## src/rtl/imem_arbiter.sv

```systemverilog
// Shares the instruction-memory read port between fetch (F) and debug (D) requesters.
// Build option IMEM_ARB_FETCH_PRIO_EN: fixed F priority with a D starvation guard.
module imem_arbiter #(
    parameter int ADDR_WIDTH = 32,
    parameter int DATA_WIDTH = 32,
    parameter int MEM_DEPTH  = 1024
) (
    input  logic                  clk,
    input  logic                  reset_n,
    input  logic                  f_req_valid,
    input  logic [ADDR_WIDTH-1:0] f_req_addr,
    output logic                  f_req_ready,
    output logic                  f_rsp_valid,
    output logic [DATA_WIDTH-1:0] f_rsp_data,
    output logic                  f_rsp_err,
    input  logic                  f_rsp_ready,
    input  logic                  d_req_valid,
    input  logic [ADDR_WIDTH-1:0] d_req_addr,
    output logic                  d_req_ready,
    output logic                  d_rsp_valid,
    output logic [DATA_WIDTH-1:0] d_rsp_data,
    output logic                  d_rsp_err,
    input  logic                  d_rsp_ready,
    output logic [ADDR_WIDTH-1:0] mem_addr,
    input  logic [DATA_WIDTH-1:0] mem_rdata
);
    typedef enum logic { PORT_F = 1'b0, PORT_D = 1'b1 } port_e;

    localparam logic [ADDR_WIDTH:0] ADDR_LIMIT = (ADDR_WIDTH+1)'(MEM_DEPTH * 4);

    logic                  inflight_q, inflight_d;
    logic                  hold_q, hold_d;
    logic                  err_q, err_d;
    logic [DATA_WIDTH-1:0] hold_data_q, hold_data_d;
    port_e                 rsp_port_q, rsp_port_d;
    port_e                 last_grant_q, last_grant_d;
    logic [ADDR_WIDTH-1:0] mem_addr_q;

    logic                  busy, rsp_fire, slot_free, accept, win_err;
    port_e                 winner;
    logic [ADDR_WIDTH-1:0] win_addr;
    logic [DATA_WIDTH-1:0] rsp_word;

    assign busy      = inflight_q | hold_q;
    assign rsp_word  = hold_q ? hold_data_q : (err_q ? '0 : mem_rdata);
    assign rsp_fire  = busy & ((rsp_port_q == PORT_F) ? f_rsp_ready : d_rsp_ready);
    // Gated by reset_n so nothing is accepted while reset is held.
    assign slot_free = reset_n & (~busy | rsp_fire);

`ifdef IMEM_ARB_FETCH_PRIO_EN
    logic [3:0] starve_q, starve_d;

    always_comb begin
        starve_d = starve_q;
        if (accept) begin
            if (winner == PORT_D)  starve_d = '0;
            else if (d_req_valid)  starve_d = starve_q + 4'd1;
        end
    end

    always_ff @(posedge clk or negedge reset_n) begin
        if (!reset_n) starve_q <= '0;
        else          starve_q <= starve_d;
    end
`endif

    always_comb begin
        winner = PORT_F;
        if (f_req_valid && d_req_valid) begin
`ifdef IMEM_ARB_FETCH_PRIO_EN
            winner = (starve_q == 4'd8) ? PORT_D : PORT_F;
`else
            winner = (last_grant_q == PORT_F) ? PORT_D : PORT_F;
`endif
        end else if (d_req_valid) begin
            winner = PORT_D;
        end
    end

    assign accept      = slot_free & (f_req_valid | d_req_valid);
    assign f_req_ready = slot_free & f_req_valid & (winner == PORT_F);
    assign d_req_ready = slot_free & d_req_valid & (winner == PORT_D);
    assign win_addr    = (winner == PORT_F) ? f_req_addr : d_req_addr;
    assign win_err     = (win_addr[1:0] != 2'b00) || ({1'b0, win_addr} >= ADDR_LIMIT);
    // The address is still presented for an erroring request; its read data is discarded.
    assign mem_addr    = accept ? win_addr : mem_addr_q;

    always_comb begin
        f_rsp_valid = 1'b0;
        f_rsp_data  = '0;
        f_rsp_err   = 1'b0;
        d_rsp_valid = 1'b0;
        d_rsp_data  = '0;
        d_rsp_err   = 1'b0;
        if (rsp_port_q == PORT_F) begin
            f_rsp_valid = busy;
            f_rsp_data  = busy ? rsp_word : '0;
            f_rsp_err   = busy & err_q;
        end else begin
            d_rsp_valid = busy;
            d_rsp_data  = busy ? rsp_word : '0;
            d_rsp_err   = busy & err_q;
        end
    end

    // NOTE: every next-state variable gets its hold value first, so no path can infer a latch.
    always_comb begin
        inflight_d   = inflight_q;
        hold_d       = hold_q;
        hold_data_d  = hold_data_q;
        err_d        = err_q;
        rsp_port_d   = rsp_port_q;
        last_grant_d = last_grant_q;
        if (accept) begin
            inflight_d   = 1'b1;
            hold_d       = 1'b0;
            err_d        = win_err;
            rsp_port_d   = winner;
            last_grant_d = winner;
        end else if (rsp_fire) begin
            inflight_d = 1'b0;
            hold_d     = 1'b0;
        end else if (inflight_q) begin
            // Consumer stalled: freeze the word before the memory output moves on.
            inflight_d  = 1'b0;
            hold_d      = 1'b1;
            hold_data_d = rsp_word;
        end
    end

    // NOTE: state registers use non-blocking assignments; all decisions are made in always_comb.
    always_ff @(posedge clk or negedge reset_n) begin
        if (!reset_n) begin
            inflight_q   <= 1'b0;
            hold_q       <= 1'b0;
            hold_data_q  <= '0;
            err_q        <= 1'b0;
            rsp_port_q   <= PORT_F;
            last_grant_q <= PORT_D;
            mem_addr_q   <= '0;
        end else begin
            inflight_q   <= inflight_d;
            hold_q       <= hold_d;
            hold_data_q  <= hold_data_d;
            err_q        <= err_d;
            rsp_port_q   <= rsp_port_d;
            last_grant_q <= last_grant_d;
            mem_addr_q   <= mem_addr;
        end
    end
endmodule

```

## config.mk

```make
export PLATFORM = sky130hd
export DESIGN_NAME = imem_arbiter
export DESIGN_NICKNAME = d
export VERILOG_FILES = /design/src/rtl/imem_arbiter.sv
export SDC_FILE = /design/constraint.sdc
export NUM_CORES = 1
export LEC_CHECK = 0
export BUFFER_PORTS_ARGS = -buffer_cell sky130_fd_sc_hd__clkbuf_2
export CORE_MARGIN = 2
export CORE_UTILIZATION = 49
export CTS_BUF_LIST = sky130_fd_sc_hd__clkbuf_16
export DETAILED_ROUTE_END_ITERATION = 12
export PLACE_DENSITY = 0.92
export SLEW_MARGIN = 25
export SYNTH_ARGS = -nofsm -noshare
export SYNTH_HDL_FRONTEND = slang
export SYNTH_SLANG_ARGS = --single-unit
```

## constraint.sdc

```tcl
create_clock -name clk -period 3 [get_ports clk]
set_clock_uncertainty 0.05 [all_clocks]
set_input_delay 0.3 -clock clk [delete_from_list [all_inputs] [get_ports clk]]
set_output_delay 0.3 -clock clk [all_outputs]
set_load 0.005 [all_outputs]
```

==> qor.txt <==
RSZ-0062 raised after global routing = no
TritonCTS Buffers = 9
Register area = 0.001729 mm²
Fin. max-slew vios = 0
Drc violations = 0
Postcts setup bufs = 0
Max-cap violations = 0
Worst R2R Path Depth = 5
Final Routed Wirelength = 10,410 µm
Layout Nets = 754
Die area = 0.008659 mm²
GP Congestion = 0.9139
Dominant cells by area after synthesis = dfrtp_1 44%, nand2_1 13%, mux2i_1 8.2%
Actual slew at the worst max-slew pin = 869.6 ps
CTS tree = done
Clock transition at path regs = 50 ps
Register area share after synthesis = 44.46%
DPL Wire Length = 8064 µm
Post-route ant nets = 0
Final Cycle Share = 87.98%
Final number of setup-violating endpoints = 0
Number of H-tree levels = 3
Syn Area/Cell = 8.357 µm²
Max-slew headroom = 42.02%
Clock Latency Late Sink = 320 ps
Total grt overflow = 0
Setup crit start kind = flop
Comb pwr share = 26.1%
Setup CP Type = reg -> out
Status = finished clean
Most common cell after layout, fill and taps aside = clkbuf_2
Power share of the sequential group = 41.2%
All-Layer GR Usage = 24.51%
Area leader, netlist = dfrtp_1
First-pass DRT Iterations = 4
CTS resizes = 0
WL/cell = 13.74 µm
Mapped Cells = 465
Peak supply drop = 0.3322 mV
CP Data Arrival Time = 2290 ps
Filler cells = 646
Vias per cell = 5.139
Largest net degree at the start of global routing = 70
CTS sink cnt = 69
Number of I/O pins = 204
Internal power = 1.856 mW
Seq cells post-synth = 69
Layout area overhead = 33.00%
Maximum clock path buffer count = 2
Clk pwr share = 32.7%
Most frequent cells in the layout = 202 x clkbuf_2, 133 x nand2_1, 68 x nor2_1, 67 x dfrtp_1, 34 x o21ai_0
Final hold viol count = 0
Final min period = 2640 ps
F_max = 378.9 MHz
Min-Delay Path Depth = 3
CTS Root Buffer Type = clkbuf_16
Final TNS setup = 0 ps
Sw Pwr = 0.8468 mW
CP max FO = 20
Mapped Nets = 567
Post-route worst setup slack = 360.5 ps
Worst slack at placement = 579.2 ps
Pwr dens = 522.9 mW/mm²
Synth Warn # = 0
Netlist Area Pre-Place = 0.003886 mm²
Nature of the critical path endpoint = output port
Area of the core = 0.007687 mm²
First-pass GRT wire length = 16,700 µm
Worst min path class = in -> reg
Initial antenna violation count = 0
Vias in the first global route = 3,683
Top cell type's share of synthesized area = 43.79%
Area of the multi-input gates = 0.001969 mm²
Sw Ratio = 31.33%
Die Ht = 93.06 µm
Initial Utilization = 50.55%
Initial DRC Count = 124
# diodes = 0
Synth unique cells = 30
Leak = 2.566 nW
Die width = 93.06 µm
PortBufs = 203
Num rows = 32
# hold bufs at CTS = 0
Vias post-DR = 3,895
Crit path required time = 2650 ps
Layout cells sized above 1 = 39.63%
## final timing paths
kind	end	slack, ps	from
worst max-delay path	mem_addr[4]	360	last_grant_q
worst min-delay path	hold_data_q[28]	190	mem_rdata[28]
worst max register to register	hold_data_q[14]	920	rsp_port_q
worst min register to register	hold_data_q[30]	420	hold_data_q[30]
max in group asynchronous	hold_q	2070	reset_n
min in group asynchronous	rsp_port_q	240	reset_n
## per-layer routing
metal / part of all wire, % / up-vias / track usage, %
met5: 0 / - / 0
met4: 2.7 / 0 / 11.52
met3: 7.4 / 26 / 4.593
met2: 50 / 194 / 42.39
met1: 40 / 1752 / 29.57
li1: - / 1923 / -
## area by class of cell
type / count / share of cell area (%)
Tap cell: 102 / 2.469
Clock inverter: 6 / 0.4357
Timing Repair Buffer: 211 / 20.82
Sequential cell: 69 / 33.45
Clock buffer: 9 / 4.357
Multi-Input combinational cell: 356 / 38.10
Inverter: 5 / 0.3631
## worst max-delay path, stage by stage, from the launching register on
cell,delay (ps)
dfstp_2,380
a21boi_4,560
buf_4,390
mux2i_1,120
o21ai_0,320
clkbuf_2,180
## flip-flops by register name, indices dropped and copies added (netlist names)
signal / cells
last_grant_q: 1
inflight_q: 1
err_q: 1
hold_q: 1
hold_data_q: 32
rsp_port_q: 1
mem_addr_q: 32
## cells by family after synthesis
kind of cell | count (synthesis) | share of synthesized area [%]
compound gates | 103 | 18.80
buf+inv | 40 | 5.537
flops | 69 | 44.46
mux | 33 | 8.628
simple gates | 220 | 22.57
## power groups by stage
stage	Sequential, mW	Clock (mW)	Combinational [mW]
floorplan	1.11	0	0.421
detailed placement	1.13	0	0.708
global placement	1.12	0	0.677
CTS	1.11	0.906	0.710
finish	1.11	0.883	0.707
global route	1.13	0.951	0.782
## Yosys cell counts
cell type	number
or2_2	1
nand2b_1	1
nor2_1	68
buf_6	7
o221ai_2	1
a22oi_1	1
mux2_4	1
clkinv_1	1
nand2_1	133
o21ai_0	34
nor3_1	3
o21a_1	32
dfstp_2	1
a21boi_0	1
nor4_1	8
or3b_1	1
dfrtp_1	68
buf_4	2
nand4b_1	1
buf_2	4
or4_1	1
buf_1	4
o21ai_2	32
a21oi_1	1
nand4_1	2
o21ai_1	1
inv_1	4
mux2i_1	32
nor3b_1	1
clkbuf_1	18
## per-stage QoR
stage               utilization [%]  power, mW  cell area, µm²  hold slack [ps]  std cells
global route                  67.24      2.858            5169            191.4        758
global placement              64.01      1.798            4921            408.3        743
detailed placement            64.01      1.836            4921            414.1        743
finish                        67.24      2.702            5169            193.5        758
CTS                           67.24      2.730            5169            179.5        758
floorplan                         -      1.529            3886           -45.59        465
Note: power is estimated with default switching activity, not from simulation.
